**src/rtl/if_trace_buffer_pkg.sv**
```systemverilog
// Shared trace types for the instruction-fetch trace path.
package ryuki_datatypes;

   localparam int TRACE_BUFFER_DEPTH = 8;

   typedef struct packed {
      logic [31:0] addr;
      logic [31:0] instr;
   } trace_output;

   typedef enum logic [1:0] {
      ST_EMPTY   = 2'd0,
      ST_PARTIAL = 2'd1,
      ST_FULL    = 2'd2
   } fifo_state_e;

endpackage

```
**src/rtl/if_trace_buffer_trace_fifo.sv**
```systemverilog
// Circular storage for trace records: pointers, occupancy and full/empty state.
module trace_fifo
   import ryuki_datatypes::*;
#(
   parameter int DEPTH = TRACE_BUFFER_DEPTH,
   parameter int WIDTH = 64,
   localparam int PW = $clog2(DEPTH),
   localparam int CW = PW + 1
) (
   input  logic             clk,
   input  logic             rst,
   input  logic             flush_i,
   input  logic             push_i,
   input  logic             pop_i,
   input  logic [WIDTH-1:0] data_i,
   output logic [WIDTH-1:0] data_o,
   output logic [CW-1:0]    fill_level_o,
   output logic             full_o,
   output logic             empty_o
);

   logic [WIDTH-1:0] mem_q [DEPTH];
   logic [PW-1:0]    wptr_q;
   logic [PW-1:0]    rptr_q;
   logic [CW-1:0]    count_q;
   logic [CW-1:0]    count_d;
   fifo_state_e      state_q;
   logic             do_push_s;
   logic             do_pop_s;

   // A push into a full buffer is only taken when the head leaves on the same edge.
   assign do_pop_s  = pop_i & (state_q != ST_EMPTY) & ~flush_i;
   assign do_push_s = push_i & ~flush_i & ((state_q != ST_FULL) | do_pop_s);

   always_comb begin
      count_d = count_q;
      if (do_push_s && !do_pop_s) begin
         count_d = count_q + CW'(1);
      end else if (do_pop_s && !do_push_s) begin
         count_d = count_q - CW'(1);
      end else begin
         count_d = count_q;
      end
   end

   always_ff @(posedge clk or posedge rst) begin
      if (rst) begin
         wptr_q  <= '0;
         rptr_q  <= '0;
         count_q <= '0;
         state_q <= ST_EMPTY;
      end else if (flush_i) begin
         wptr_q  <= '0;
         rptr_q  <= '0;
         count_q <= '0;
         state_q <= ST_EMPTY;
      end else begin
         if (do_push_s) wptr_q <= wptr_q + PW'(1);
         if (do_pop_s)  rptr_q <= rptr_q + PW'(1);
         count_q <= count_d;
         case (state_q)
            ST_EMPTY:   if (do_push_s) state_q <= ST_PARTIAL;
            ST_PARTIAL: begin
               if (do_push_s && !do_pop_s && count_q == CW'(DEPTH - 1)) state_q <= ST_FULL;
               else if (do_pop_s && !do_push_s && count_q == CW'(1)) state_q <= ST_EMPTY;
            end
            ST_FULL:    if (do_pop_s && !do_push_s) state_q <= ST_PARTIAL;
            default:    state_q <= ST_EMPTY;
         endcase
      end
   end

   // Storage is deliberately left out of reset; only the pointers define validity.
   always_ff @(posedge clk) begin
      if (do_push_s) mem_q[wptr_q] <= data_i;
   end

   assign data_o       = mem_q[rptr_q];
   assign fill_level_o = count_q;
   assign full_o       = (state_q == ST_FULL);
   assign empty_o      = (state_q == ST_EMPTY);

endmodule

```
**src/rtl/if_trace_buffer.sv**
```systemverilog
// Fetch trace buffer: turns rising edges of if_data_ready into records and
// queues them for a ready/valid consumer, counting records lost to overflow.
module if_trace_buffer
   import ryuki_datatypes::*;
#(
   parameter int DEPTH      = TRACE_BUFFER_DEPTH,
   parameter int ADDR_WIDTH = 32,
   parameter int DATA_WIDTH = 32,
   localparam int CW = $clog2(DEPTH) + 1
) (
   input  logic          clk,
   input  logic          rst,
   input  logic          if_data_ready,
   input  trace_output   if_data_i,
   input  logic          flush,
   input  logic          trace_ready,
   output logic          trace_valid,
   output trace_output   trace_data_o,
   output logic [CW-1:0] fill_level,
   output logic          full,
   output logic          empty,
   output logic          overflow,
   output logic [31:0]   dropped_count
);

   localparam int W = ADDR_WIDTH + DATA_WIDTH;

   logic          ready_q;
   logic          overflow_q;
   logic          overflow_d;
   logic [31:0]   dropped_q;
   logic [31:0]   dropped_d;
   logic          push_ev_s;
   logic          pop_s;
   logic          drop_s;
   logic [W-1:0]  fifo_out_s;

   assign push_ev_s = if_data_ready & ~ready_q;
   assign pop_s     = trace_ready & trace_valid;
   // A flush on the same edge swallows the push, so it is never a drop.
   assign drop_s    = push_ev_s & full & ~pop_s & ~flush;

   trace_fifo #(
      .DEPTH (DEPTH),
      .WIDTH (W)
   ) u_fifo (
      .clk          (clk),
      .rst          (rst),
      .flush_i      (flush),
      .push_i       (push_ev_s),
      .pop_i        (pop_s),
      .data_i       (if_data_i),
      .data_o       (fifo_out_s),
      .fill_level_o (fill_level),
      .full_o       (full),
      .empty_o      (empty)
   );

   always_comb begin
      dropped_d  = dropped_q;
      overflow_d = overflow_q;
      if (drop_s) begin
         overflow_d = 1'b1;
         if (dropped_q != 32'hFFFF_FFFF) dropped_d = dropped_q + 32'd1;
         else dropped_d = dropped_q;
      end else begin
         dropped_d  = dropped_q;
         overflow_d = overflow_q;
      end
   end

   always_ff @(posedge clk or posedge rst) begin
      if (rst) begin
         ready_q    <= 1'b0;
         overflow_q <= 1'b0;
         dropped_q  <= 32'd0;
      end else begin
         ready_q    <= if_data_ready;
         overflow_q <= overflow_d;
         dropped_q  <= dropped_d;
      end
   end

   assign trace_valid   = ~empty;
   assign trace_data_o  = trace_output'(fifo_out_s);
   assign overflow      = overflow_q;
   assign dropped_count = dropped_q;

endmodule

```
**config.mk**
```make
export PLATFORM = sky130hd
export DESIGN_NAME = if_trace_buffer
export DESIGN_NICKNAME = d
export VERILOG_FILES = /design/src/rtl/if_trace_buffer_pkg.sv /design/src/rtl/if_trace_buffer_trace_fifo.sv /design/src/rtl/if_trace_buffer.sv
export SDC_FILE = /design/constraint.sdc
export NUM_CORES = 1
export LEC_CHECK = 0
export ABC_AREA = 1
export ABC_CLOCK_PERIOD_IN_PS = 5440
export BUFFER_PORTS_ARGS = -buffer_cell sky130_fd_sc_hd__buf_2
export CAP_MARGIN = 20
export CORE_MARGIN = 4
export CORE_UTILIZATION = 55
export CTS_CLUSTER_DIAMETER = 40
export DETAILED_ROUTE_END_ITERATION = 12
export PLACE_DENSITY = 0.74
export SLEW_MARGIN = 20
export SYNTH_ARGS = -nofsm -noshare
export SYNTH_HDL_FRONTEND = slang
export SYNTH_SLANG_ARGS = --single-unit
export TNS_END_PERCENT = 10
```
**constraint.sdc**
```tcl
create_clock -name clk -period 5.44 [get_ports clk]
set_clock_uncertainty 0.1 [all_clocks]
set_input_delay 0.544 -clock clk [delete_from_list [all_inputs] [get_ports clk]]
set_output_delay 0.544 -clock clk [all_outputs]
set_load 0.005 [all_outputs]
```
### After elaboration in Yosys (flattened, before gate mapping)

Memories as Yosys holds them, arrays and structs flattened.
Cells that the tools add are included.

* bits in latches: 0
* word-level logic and storage cells: 64
* input port bits: 69
* bits in read-only memories: 0
* memories kept: 1
* bits in writable memories: 512
* flip-flop bits (word level): 46

Memories
* u_fifo.mem_q: words 8, width 64, rd ports 1, clocked after Yosys merged registers in 0, write ports 1, RTL line if_trace_buffer_trace_fifo.sv:22 `logic [WIDTH-1:0] mem_q [DEPTH];`

* equality and inequality tests: 9
* bitwise gates (word level): 14
* shift operators: 0
* div/mod/pow operators: 0
* muxes and demuxes: 15
* magnitude comparators: 0
* add/subtract/negate cells: 5
* multiply operators: 0
* reduce and logical (&&, ||, !) cells: 13

Operators by type and width (count)
* adder 32 x 1 -> 32 bit (second input constant): 1
* inequality test 32 bit (second input constant): 1
* 2-to-1 mux 3 bit: 4
* 2-to-1 mux 4 bit: 3
* 2-to-1 mux 2 bit: 5
* AND 1 bit: 9
* adder 3 x 1 -> 3 bit (second input constant): 2
* inequality test 3 x 2 -> 1 bit (second input constant): 2
* one-hot mux 2 bit (3 select lines): 1
* nonzero test 2 bit: 3
* adder 4 x 1 -> 4 bit (second input constant): 1
* equality test 4 x 1 -> 1 bit (second input constant): 1
* equality test 4 x 3 -> 1 bit (second input constant): 1
* logical AND 1 bit: 4
* inequality test 4 x 2 -> 1 bit (second input constant): 1
* NOT 1 bit: 4
* subtractor 4 x 1 -> 4 bit (second input constant): 1
* AND reduction 3 bit: 1
* nonzero test 3 bit: 1
* equality test 2 x 1 -> 1 bit (second input constant): 1
* equality test 2 bit (second input constant): 1
* logical NOT 1 bit: 2
* logical NOT 2 bit: 1
* 2-to-1 mux 1 bit: 2
* 3 further kinds: 3

### Depth between registers and ports, before layout

* depth after elaboration: 14
* mapped depth: 11
* depth with buffers taken out: 10

### Hierarchy

Synthesis repeated with hierarchy kept, for this count alone.

* cell total of the unflattened synthesis: 2049
* area, all modules: 22990.8 µm²

By module, submodules not included
* trace_fifo: area each 20737.4 µm², times used 1, sequential area each 15675.0 µm², cells each 1688
* if_trace_buffer: area each 2253.4 µm², times used 1, sequential area each 850.8 µm², cells each 361

### Least setup slack after synthesis

OpenSTA, ideal clock, no wires.

* path kind: input to register
* start: in flush
* end: mem u_fifo.mem_q[0][0], enable pin
* setup time: 0.486 ns
* arrival time: 3.808 ns
* setup slack: 1.046 ns
* stages: 7
* required time: 4.854 ns
* cells stage by stage: inv_1 > nand3_1 > inv_1 > nand2_1 > inv_1 > nand2_1 > nor2_1

* longest elaborated chain between the ends: 6

Ends and longest elaborated chain
* from (decl): RTL line if_trace_buffer.sv:15 `input logic flush,`
* NOT 1 bit *: RTL line if_trace_buffer_trace_fifo.sv:32, if_trace_buffer_trace_fifo.sv:33
* AND 1 bit: RTL line if_trace_buffer_trace_fifo.sv:32 `assign do_pop_s = pop_i & (state_q != ST_EMPTY) & ~flush_i;`
* OR 1 bit: RTL line if_trace_buffer_trace_fifo.sv:33 `assign do_push_s = push_i & ~flush_i & ((state_q != ST_FULL) | do_pop_s);`
* AND 1 bit *: RTL line if_trace_buffer_trace_fifo.sv:33
* 2-to-1 mux 1 bit *: RTL line if_trace_buffer_trace_fifo.sv:75 `if (do_push_s) mem_q[wptr_q] <= data_i;`
* 2-to-1 mux 1 bit (not written as such) *: RTL line if_trace_buffer_trace_fifo.sv:75
* to (decl): RTL line if_trace_buffer_trace_fifo.sv:22

Mark *: on every way between the ends. The rest lies on a longest branch, timed or not.

==> impl_results.md <==
* FFs w/ async S/R, synth at 0.0824
* RSZ-0062 raised after global routing: no
* Pwr/cell area at 391 mW/mm²
* R2r worst-path depth at 8
* Slew HR at 0.269
* Post-Synthesis Cells at 1956
* Post-synthesis cell type count at 34
* Fin cells at 2713
* Avg WL per Cell at 19.2 µm
* Fin area at around 0.027 mm²
* Reg clk slew, reported paths at roughly 0.050 ns
* Final setup viols at 0
* Placer Congestion at 0.822
* Setup TNS at 0 ns
* Synth area leaders: edfxtp_1 (67%), nand2_1 (6.7%), nor2_1 (6.2%)
* Mapped Nets at 2031
* Routed vias at roughly 15000
* Post-synth EDFFs at 512
* Number of CTS-inserted buffers at 75
* ANT cells at 0
* Pin count of the biggest net entering global routing at roughly 260
* Post-CTS sizing at 0
* Commonest non-fill, non-tap cell in the layout: edfxtp_1
* H-tree Lvls at 3
* Vias in the first global route at 15200
* DIE WIDTH at 212 µm
* Top_reg_cell synth: edfxtp_1
* GR Util met2 at 0.380
* Share of layout cells above drive strength 1 at 0.159
* Global-route congestion overflow total at 0
* Root buf cell: clkbuf_16
* Crit path capture type: output pin
* Minimum clock period at 3.88 ns
* Synth-to-layout area growth at 16.6%
* Max frequency at 0.258 GHz
* Die Area at 0.0448 mm²
* Met3 Usage GRT at 0.0448
* Commonest non-fill, non-tap cells in the layout: edfxtp_1 (512), nand2_1 (408), nor2_1 (371)
* Max-cap violation count at 0
* TritonRoute pass-1 iters at 5
* Placeable Area at between 0.04 and 0.05 mm²
* # IOs at 173
* CP max FO at 104
* CTS tree: done
* Initial Util at 0.558
* Yosys reg bits at 558
* Worst Path Arrival at ~3.2 ns
* Antenna violations before repair at 2
* Vias per inst at 5.63
* Fin. max-slew vios at 0
* Post-synth top area cell: edfxtp_1
* Clock latency on the worst-skew pair at 0.57 ns
* Register area share after synthesis at 0.724
* Final hold violation count at 0
* Die Span Y at between 200 and 250 µm
* Lkg Pwr at 9.77 nW
* Peak supply drop at 0.000308 V
* Critical path type: flip-flop to output pin
* Post-Syn Area at between 0.02 and 0.025 mm²
* Synth Area per Inst at 11.7 µm²
* Detailed-route DRC error count at 0
* Row cnt at 74
* Nets@finish at 2195
* Detailed placement HPWL at roughly 28000 µm
* Placed insts at 2573
* Layer with the highest usage: met2
* WHS at a little over 0.008 ns
* Crit path launch type: flip-flop
* Pwr Total at ~10 mW
* Slew @ Worst Pin at 1.10 ns
* GRT met1 Usage at 0.307
* Pre-CTS WS at 2.03 ns
* DP Area at ~0.024 mm²
* Run status: complete, no violations
* Fillcell total at 2985
* Final period util at 0.712
* First-pass GRT wire length at 81500 µm
* Worst EP required at approximately 4.8 ns
* Initial DRC count at 1414
* Total wire length at 52000 µm
* Port Buf Inserts at 172
* Share of the synthesized area in the top cell type at 0.673
* Worst hold path class: input port to asynchronous set/reset pin
* Post-layout util at 0.651
* CTS Buffer Depth at 3
* Warnings, synthesis at 0
* CTS sink cnt at 558
* Fin worst setup slack at 1.56 ns
* Antenna viol nets, final at 0
* GRT Util Overall at 0.230
-- timing repair --
item	in CTS	in global routing
setup buffers	0	0
endpoints found under the hold margin	1	0
hold buffers	1	0
-- state kept, by name, indices dropped and copies added (netlist names) --
signal / cells
overflow: 1
u_fifo.fill_level_o: 4
u_fifo.rptr_q: 3
ready_q: 1
u_fifo.wptr_q: 3
u_fifo.state_q: 2
u_fifo.mem_q: 512
dropped_count: 32
-- synthesized netlist by cell type (all sizes together) (10+ instances only) --
library cell,n
nand3b,14
dfrtp,46
edfxtp,512
nor2,387
a31oi,64
inv,33
a21oi,66
clkbuf,55
o21ai,269
nand3,14
buf,50
xnor2,10
nand2,415
-- cell type report --
cell class / instances / area, µm² / area share
clock inverters: 54 / 599 / 0.0225
clock buffers: 84 / 1930 / 0.0725
inverters: 33 / 140 / 0.00526
repair buffers: 192 / 1060 / 0.0397
well taps: 532 / 666 / 0.0250
multi-input cells: 1260 / 5700 / 0.214
flip-flops and latches: 558 / 16500 / 0.621
-- cell families after synthesis --
family,Yosys count,share of synthesized area
flip-flops,558,0.724
XOR/XNOR,16,0.00614
buffers and inverters,138,0.0291
AND/OR/NAND/NOR,835,0.145
adder cells (fa/ha/maj),6,0.00329
AO/OA/AOI/OAI,403,0.0925
-- path summary, 6_finish.rpt --
kind                             startpoint            endpoint  slack (ns)
min in group clk               if_data_i[4]  u_fifo.mem_q[2][4]        0.13
max in group asynchronous               rst    u_fifo.rptr_q[0]        4.64
max reg2reg                         ready_q  u_fifo.mem_q[4][3]        2.62
max                        u_fifo.rptr_q[1]    trace_data_o[56]        1.56
min reg2reg                        overflow            overflow        0.37
min                                     rst    dropped_count[0]       0.008
-- power by group --
group	switching, mW	leakage [nW]	internal [mW]	total (mW)
logic	0.514	3.33	0.239	0.753
clock network	1.86	1.21	3.03	4.89
registers	0.0356	5.23	4.73	4.76
-- metal layers --
metal,up-vias,part of all wire
met3,100,0.071
met2,572,0.49
met1,7387,0.41
li1,7204,-
met4,4,0.027
met5,-,0.00050
-- worst max-delay path: stages (launching register included) --
cell and delay, ns:
dfrtp_4 0.99, inv_6 0.54, buf_4 0.43, nor2_1 0.13, o21ai_0 0.08, a31oi_1 0.24
buf_2 0.16
(Power assumes the default switching activity.)
